`src/rtl/alu_pkg.sv`:
```
// Shared types and constants for the serial 74181-style ALU.
package alu_pkg;

    // Width of one 74181 slice processed per clock
    localparam int unsigned SLICE_W = 4;

    typedef enum logic [1:0] {
        StIdle,
        StRun,
        StDone
    } state_e;

    // Common 74181 select encodings (active-high data table)
    localparam logic [3:0] SelAdd = 4'b1001;  // m = 0: A plus B
    localparam logic [3:0] SelSub = 4'b0110;  // m = 0: A minus B minus 1 (cn = 0 gives A minus B)
    localparam logic [3:0] SelXor = 4'b0110;  // m = 1: A xor B
    localparam logic [3:0] SelAnd = 4'b1011;  // m = 1: A and B
    localparam logic [3:0] SelOr  = 4'b1110;  // m = 1: A or B

endpackage

```
`src/rtl/alu_slice.sv`:
```
// Combinational 4-bit 74181 slice, active-high data.
// Carry ports are active-low (74181 style); p/g are active-high.
// ALU_SERIAL_OVF_EN adds c_msb, the carry into the slice MSB.
module alu_slice
    import alu_pkg::*;
(
    input  logic [3:0]         s,
    input  logic               m,
    input  logic [SLICE_W-1:0] a,
    input  logic [SLICE_W-1:0] b,
    input  logic               cn,
    output logic [SLICE_W-1:0] f,
    output logic               cn_4,
    output logic               p,
    output logic               g
`ifdef ALU_SERIAL_OVF_EN
    ,
    output logic               c_msb
`endif
);

    logic [SLICE_W-1:0] pi;
    logic [SLICE_W-1:0] gi;
    logic [SLICE_W-1:0] hs;
    logic [SLICE_W-1:0] c;
    logic               cy;

    // Per-bit propagate/generate selected by s, ripple carry, then result
    always_comb begin
        pi = a | (b & {SLICE_W{s[0]}}) | (~b & {SLICE_W{s[1]}});
        gi = (a & ~b & {SLICE_W{s[2]}}) | (a & b & {SLICE_W{s[3]}});
        hs = pi & ~gi;
        // Logic mode kills the chain so carry never reaches f or cn_4
        cy = ~cn & ~m;
        c  = '0;
        for (int i = 0; i < SLICE_W; i++) begin
            c[i] = cy;
            cy   = (gi[i] | (pi[i] & cy)) & ~m;
        end
        f    = m ? ~hs : (hs ^ c);
        cn_4 = ~cy;
        p    = &pi;
        g    = gi[3] | (pi[3] & gi[2]) | (pi[3] & pi[2] & gi[1]) |
               (pi[3] & pi[2] & pi[1] & gi[0]);
    end

`ifdef ALU_SERIAL_OVF_EN
    assign c_msb = c[SLICE_W-1];
`endif

endmodule

```
`src/rtl/alu_serial.sv`:
```
// Multi-cycle 74181-compatible ALU: one 4-bit slice per clock, LSB first,
// with valid/ready handshakes on input and output.
// Optional feature macro: ALU_SERIAL_OVF_EN adds the ovf output.
module alu_serial
    import alu_pkg::*;
#(
    parameter int unsigned WIDTH  = 16,
    parameter int unsigned NSLICE = WIDTH / SLICE_W
) (
    input  logic             clk,
    input  logic             rst,
    input  logic             in_valid,
    output logic             in_ready,
    input  logic [3:0]       s,
    input  logic             m,
    input  logic             cn,
    input  logic [WIDTH-1:0] a,
    input  logic [WIDTH-1:0] b,
    output logic             out_valid,
    input  logic             out_ready,
    output logic [WIDTH-1:0] f,
    output logic             cn_out,
    output logic             a_eq_b,
    output logic             p,
    output logic             g
`ifdef ALU_SERIAL_OVF_EN
    ,
    output logic             ovf
`endif
);

    localparam int unsigned KW = (NSLICE > 1) ? $clog2(NSLICE) : 1;

    if ((WIDTH % SLICE_W) != 0 || WIDTH < SLICE_W) begin : g_bad_width
        $error("alu_serial: WIDTH must be a multiple of 4 and at least 4");
    end
    if (NSLICE != WIDTH / SLICE_W) begin : g_bad_nslice
        $error("alu_serial: NSLICE is derived and must not be overridden");
    end

    state_e             state_q;
    logic [KW-1:0]      k_q;
    logic [3:0]         s_q;
    logic               m_q;
    logic               carry_q;  // active-low, as at the 74181 pins
    logic               pacc_q;
    logic               gacc_q;
    logic [WIDTH-1:0]   a_q;
    logic [WIDTH-1:0]   b_q;

    logic [SLICE_W-1:0] a_sl;
    logic [SLICE_W-1:0] b_sl;
    logic [SLICE_W-1:0] sl_f;
    logic               sl_cn4;
    logic               sl_p;
    logic               sl_g;
    logic [WIDTH-1:0]   f_next;
    logic               pacc_next;
    logic               gacc_next;
    logic               last;
`ifdef ALU_SERIAL_OVF_EN
    logic               sl_cmsb;
`endif

    // Handshake flags decode straight from the state flops
    assign in_ready  = (state_q == StIdle) && !rst;
    assign out_valid = (state_q == StDone);

    // Select the current slice of the latched operands and merge its result
    always_comb begin
        a_sl   = '0;
        b_sl   = '0;
        f_next = f;
        for (int i = 0; i < NSLICE; i++) begin
            if (k_q == KW'(i)) begin
                a_sl = a_q[i*SLICE_W +: SLICE_W];
                b_sl = b_q[i*SLICE_W +: SLICE_W];
                f_next[i*SLICE_W +: SLICE_W] = sl_f;
            end
        end
        pacc_next = pacc_q & sl_p;
        gacc_next = sl_g | (sl_p & gacc_q);
        last      = (k_q == KW'(NSLICE - 1));
    end

    alu_slice u_slice (
        .s    (s_q),
        .m    (m_q),
        .a    (a_sl),
        .b    (b_sl),
        .cn   (carry_q),
        .f    (sl_f),
        .cn_4 (sl_cn4),
        .p    (sl_p),
        .g    (sl_g)
`ifdef ALU_SERIAL_OVF_EN
        ,
        .c_msb(sl_cmsb)
`endif
    );

    // Control FSM and all registered datapath outputs
    always_ff @(posedge clk) begin
        if (rst) begin
            state_q <= StIdle;
            k_q     <= '0;
            s_q     <= '0;
            m_q     <= 1'b0;
            carry_q <= 1'b1;
            pacc_q  <= 1'b1;
            gacc_q  <= 1'b0;
            a_q     <= '0;
            b_q     <= '0;
            f       <= '0;
            cn_out  <= 1'b1;
            a_eq_b  <= 1'b0;
            p       <= 1'b1;
            g       <= 1'b1;
`ifdef ALU_SERIAL_OVF_EN
            ovf     <= 1'b0;
`endif
        end else begin
            unique case (state_q)
                StIdle: begin
                    if (in_valid) begin
                        s_q     <= s;
                        m_q     <= m;
                        carry_q <= cn;
                        a_q     <= a;
                        b_q     <= b;
                        k_q     <= '0;
                        pacc_q  <= 1'b1;
                        gacc_q  <= 1'b0;
                        state_q <= StRun;
                    end
                end
                StRun: begin
                    f       <= f_next;
                    carry_q <= sl_cn4;
                    cn_out  <= sl_cn4;
                    pacc_q  <= pacc_next;
                    gacc_q  <= gacc_next;
                    k_q     <= k_q + 1'b1;
                    if (last) begin
                        a_eq_b  <= &f_next;
                        p       <= ~pacc_next;
                        g       <= ~gacc_next;
`ifdef ALU_SERIAL_OVF_EN
                        // Carry into MSB vs carry out of MSB (both active-high here)
                        ovf     <= m_q ? 1'b0 : (sl_cmsb ^ ~sl_cn4);
`endif
                        state_q <= StDone;
                    end
                end
                StDone: begin
                    if (out_ready) begin
                        state_q <= StIdle;
                    end
                end
                default: state_q <= StIdle;
            endcase
        end
    end

endmodule
```
`config.mk`:
```
export PLATFORM = sky130hd
export DESIGN_NAME = alu_serial
export DESIGN_NICKNAME = d
export VERILOG_FILES = /design/src/rtl/alu_pkg.sv /design/src/rtl/alu_slice.sv /design/src/rtl/alu_serial.sv
export SDC_FILE = /design/constraint.sdc
export NUM_CORES = 1
export LEC_CHECK = 0
export BUFFER_PORTS_ARGS = -buffer_cell sky130_fd_sc_hd__clkbuf_2
export CORE_AREA = 4 4 80 82
export CTS_BUF_LIST = sky130_fd_sc_hd__clkbuf_16
export DETAILED_ROUTE_END_ITERATION = 10
export DIE_AREA = 0 0 84 86
export GPL_TIMING_DRIVEN = 0
export PLACE_DENSITY = 0.95
export SLEW_MARGIN = 20
export SYNTH_ARGS = -nofsm -noshare
export SYNTH_HDL_FRONTEND = slang
export SYNTH_SLANG_ARGS = --single-unit
```
`constraint.sdc`:
```
create_clock -name clk -period 6.3 [get_ports clk]
set_clock_uncertainty 0.1 [all_clocks]
set_input_delay 1.26 -clock clk [delete_from_list [all_inputs] [get_ports clk]]
set_output_delay 1.26 -clock clk [all_outputs]
set_load 0.03 [all_outputs]
```
==> reports/metrics.cfg <==
[setup_path]
reg2reg_to = a_eq_b
cp.arrival_ps = 2090
r2r_setup_slack_ps = 3220
crit_top_cell = clkbuf_2
crit_fanout = 10
r2r_cells = 10
path_class = in2out
r2r_start = k_q[1]
max_stage_delay_ps = 240
cpMaxStageDelayCell = clkbuf_2
required_ps = 4940
critPathCaptureType = primary output
startpoint_type = primary input
cp_cell_sequence = clkbuf_2 -> buf_6 -> clkbuf_8 -> nor3_1 -> clkbuf_2

[logic_synthesis]
synth-simple-area-share_pct = 25.0
synth_edf_count = 0
netlist_instances = 399
synth_nets = 445
synth_top_area_share_pct = 39.2
synth_area_leader_cell = dfxtp_1
synthArstFlopShare_pct = 0
synth_seq_cells = 64
avgSynthCellArea_um2 = 8.20
yosysSeqAreaShare_pct = 39.2
synth_top_family_by_area = simple AND/OR/NAND/NOR gates
netlist_top_cells_count = 104 x nand2_1, 65 x a21oi_1, 64 x dfxtp_1
synth_compound_area_share_pct = 23.5
ys.flop_type = dfxtp_1
syn_area_um2 = 3270
synthAdderAreaFrac_pct = 1.53
yosys_warnings = 0
synth_mux_area_share_pct = 2.33
yosysMostFrequentCell = nand2_1
synth.area.top_cells = dfxtp_1 39%, nand2_1 12%, a21oi_1 9.9%
synth_cell_type_count = 60
synth_xor_area_share_pct = 1.03

[sta]
min_period_ps = 3450
max_slew_margin_pct = 63.6
fmax_mhz = 290
period_share_pct = 54.7
grt_setup_unrepaired = no
setup_tns_ps = 0
hold_violations = 0
fin_ws_ps = 2850
final_max_slew_viol_count = 0
worst_slew_pin_slew_ps = 532
hold-worst-slack_ps = 343
setup_viol = 0

[detailed_routing]
wire_per_inst_um = 15.9
dr.pass1.iters = 5
dr.first_iter.drc_count = 214
via_count = 3171
postRouteAntennaNets = 0
viasPerCell = 5.73
route.detailed.drc = 0
wirelength_um = 8770

[finish]
antenna_cells = 0
final_layout_size_suffix_gt1_share_pct = 22.8
multi_input_area_um2 = 1750
seqCellArea_um2 = 1280
finish.utilization_pct = 68.9
syn_to_final_growth_pct = 21.1
fin_nets = 519
final.fill_count = 478
final_cells = 553

[global_routing]
grt_pass1_vias = 3050
grt_first_pass_wirelength_um = 14100
overflow = 0
grt_start_max_net_pins = 11
antenna_found_initial = 0
grtUsageTotal_pct = 24.7

[clock_network]
cts_buffer_depth = 2
ctsHoldBuffers = 0
cts_setup_buffers = 0
cts_resized = 0
clkTransAtPathRegs_ps = 50
cts_tree = built
cts_root_buf = clkbuf_16
clk_latency_ps = 330
h-tree-depth = 3
cts_buffers = 9
clkSinkCount = 64

[power_and_ir_drop]
vdd_drop_max_uv = 162
power_frac_comb_pct = 16.7
power_frac_seq_pct = 40.6
power_density_nw_per_um2 = 275
switching_share_pct = 27.0
p_leak_uw = 0.00160
p_int_uw = 796
clockPowerShare_pct = 42.7
p_switching_uw = 295

[hold_path]
hold_depth = 2
hold_path.class = reg2reg
hold_end = cn_out
hp-start = cn_out

[floorplan]
coreArea_um2 = 5750
die_area_um2 = 7220
die_h_um = 86
die_w_um = 84
rows = 28
initial_core_util_pct = 56.9
ios = 64

[placement]
post-place-ws_ps = 2860
port_buffers = 63
place_congestion = 0.911
place_inst = 537
dp_hpwl_um = 6460

[run]
cap_violations = 0

[outcome]
outcome = completed

## worst max-delay path, delay by kind of cell
family	cells	cell delay [ps]
buffers and inverters	4	670
AND/OR/NAND/NOR	1	150
## logic make-up (layout without fill, tap and decap cells)
| family | after synthesis | count (layout) |
|---|---|---|
| compound gates | 111 | 111 |
| mux | 7 | 7 |
| xor+xnor | 3 | 3 |
| simple gates | 173 | 173 |
| flops | 64 | 64 |
| buf+inv | 37 | 116 |
| fa+ha+maj | 4 | 4 |
## power by group through the flow
| stage | Combinational [uW] | Clock (uW) | Sequential [uW] |
|---|---|---|---|
| after detailed placement | 179 | 0 | 450 |
| after global routing | 198 | 489 | 444 |
| after global placement | 174 | 0 | 449 |
| final | 182 | 466 | 442 |
| after floorplan | 122 | 0 | 453 |
| after CTS | 180 | 469 | 442 |
## worst max-delay path by stage
stage / from / end / depth (start not counted)
finish: rst / in_ready / 5
global route: rst / in_ready / 5
CTS: rst / in_ready / 5
detailed placement: rst / in_ready / 5
global placement: rst / in_ready / 5
floorplan: rst / in_ready / 3
## state kept, by name, indices dropped and copies added (netlist names)
register	flops
a_q	16
b_q	16
f	16
s_q	4
k_q	2
state_q	2
a_eq_b	1
carry_q	1
cn_out	1
g	1
gacc_q	1
m_q	1
p	1
pacc_q	1
## area by class of cell
class / instances / area share, %
buffer: 28 / 5.31
clock inverter: 7 / 1.39
sequential: 64 / 32.4
tap: 75 / 2.37
clock buffer: 9 / 5.69
multi-input combinational: 298 / 44.1
timing repair buffer: 63 / 7.96
inverter: 9 / 0.853
## per-stage QoR
stage | power [uW] | area, um^2
floorplan | 575 | 3270
global placement | 622 | 3680
detailed placement | 629 | 3680
CTS | 1090 | 3960
global route | 1130 | 3960
finish | 1090 | 3960
## cell usage in the layout, fill, tap and decap left out, types with 3 or more instances in the layout
cell	count
a211oi_1	4
nor2b_1	5
o21ai_0	6
clkbuf_8	5
and2b_1	3
ha_1	4
nor3_1	6
a21oi_1	65
a21o_1	5
inv_1	11
nand2_1	104
a2111oi_0	4
clkbuf_16	9
nand3b_1	7
clkbuf_2	63
buf_6	5
a311oi_1	3
and2_1	5
clkbuf_1	13
buf_1	3
dfxtp_1	64
nor2_1	10
nand3_1	13
mux2i_1	4
nand4_1	5
a41oi_1	3
## layer usage
layer / up-vias / part of all wire [%] / GRT usage [%]
li1: 1547 / - / -
met1: 1458 / 40 / 28.7
met2: 145 / 50 / 42.2
met3: 21 / 7.0 / 5.48
met4: 0 / 3.1 / 13.9
met5: - / 0 / 0
No activity file was read; power rests on OpenSTA's default activity.
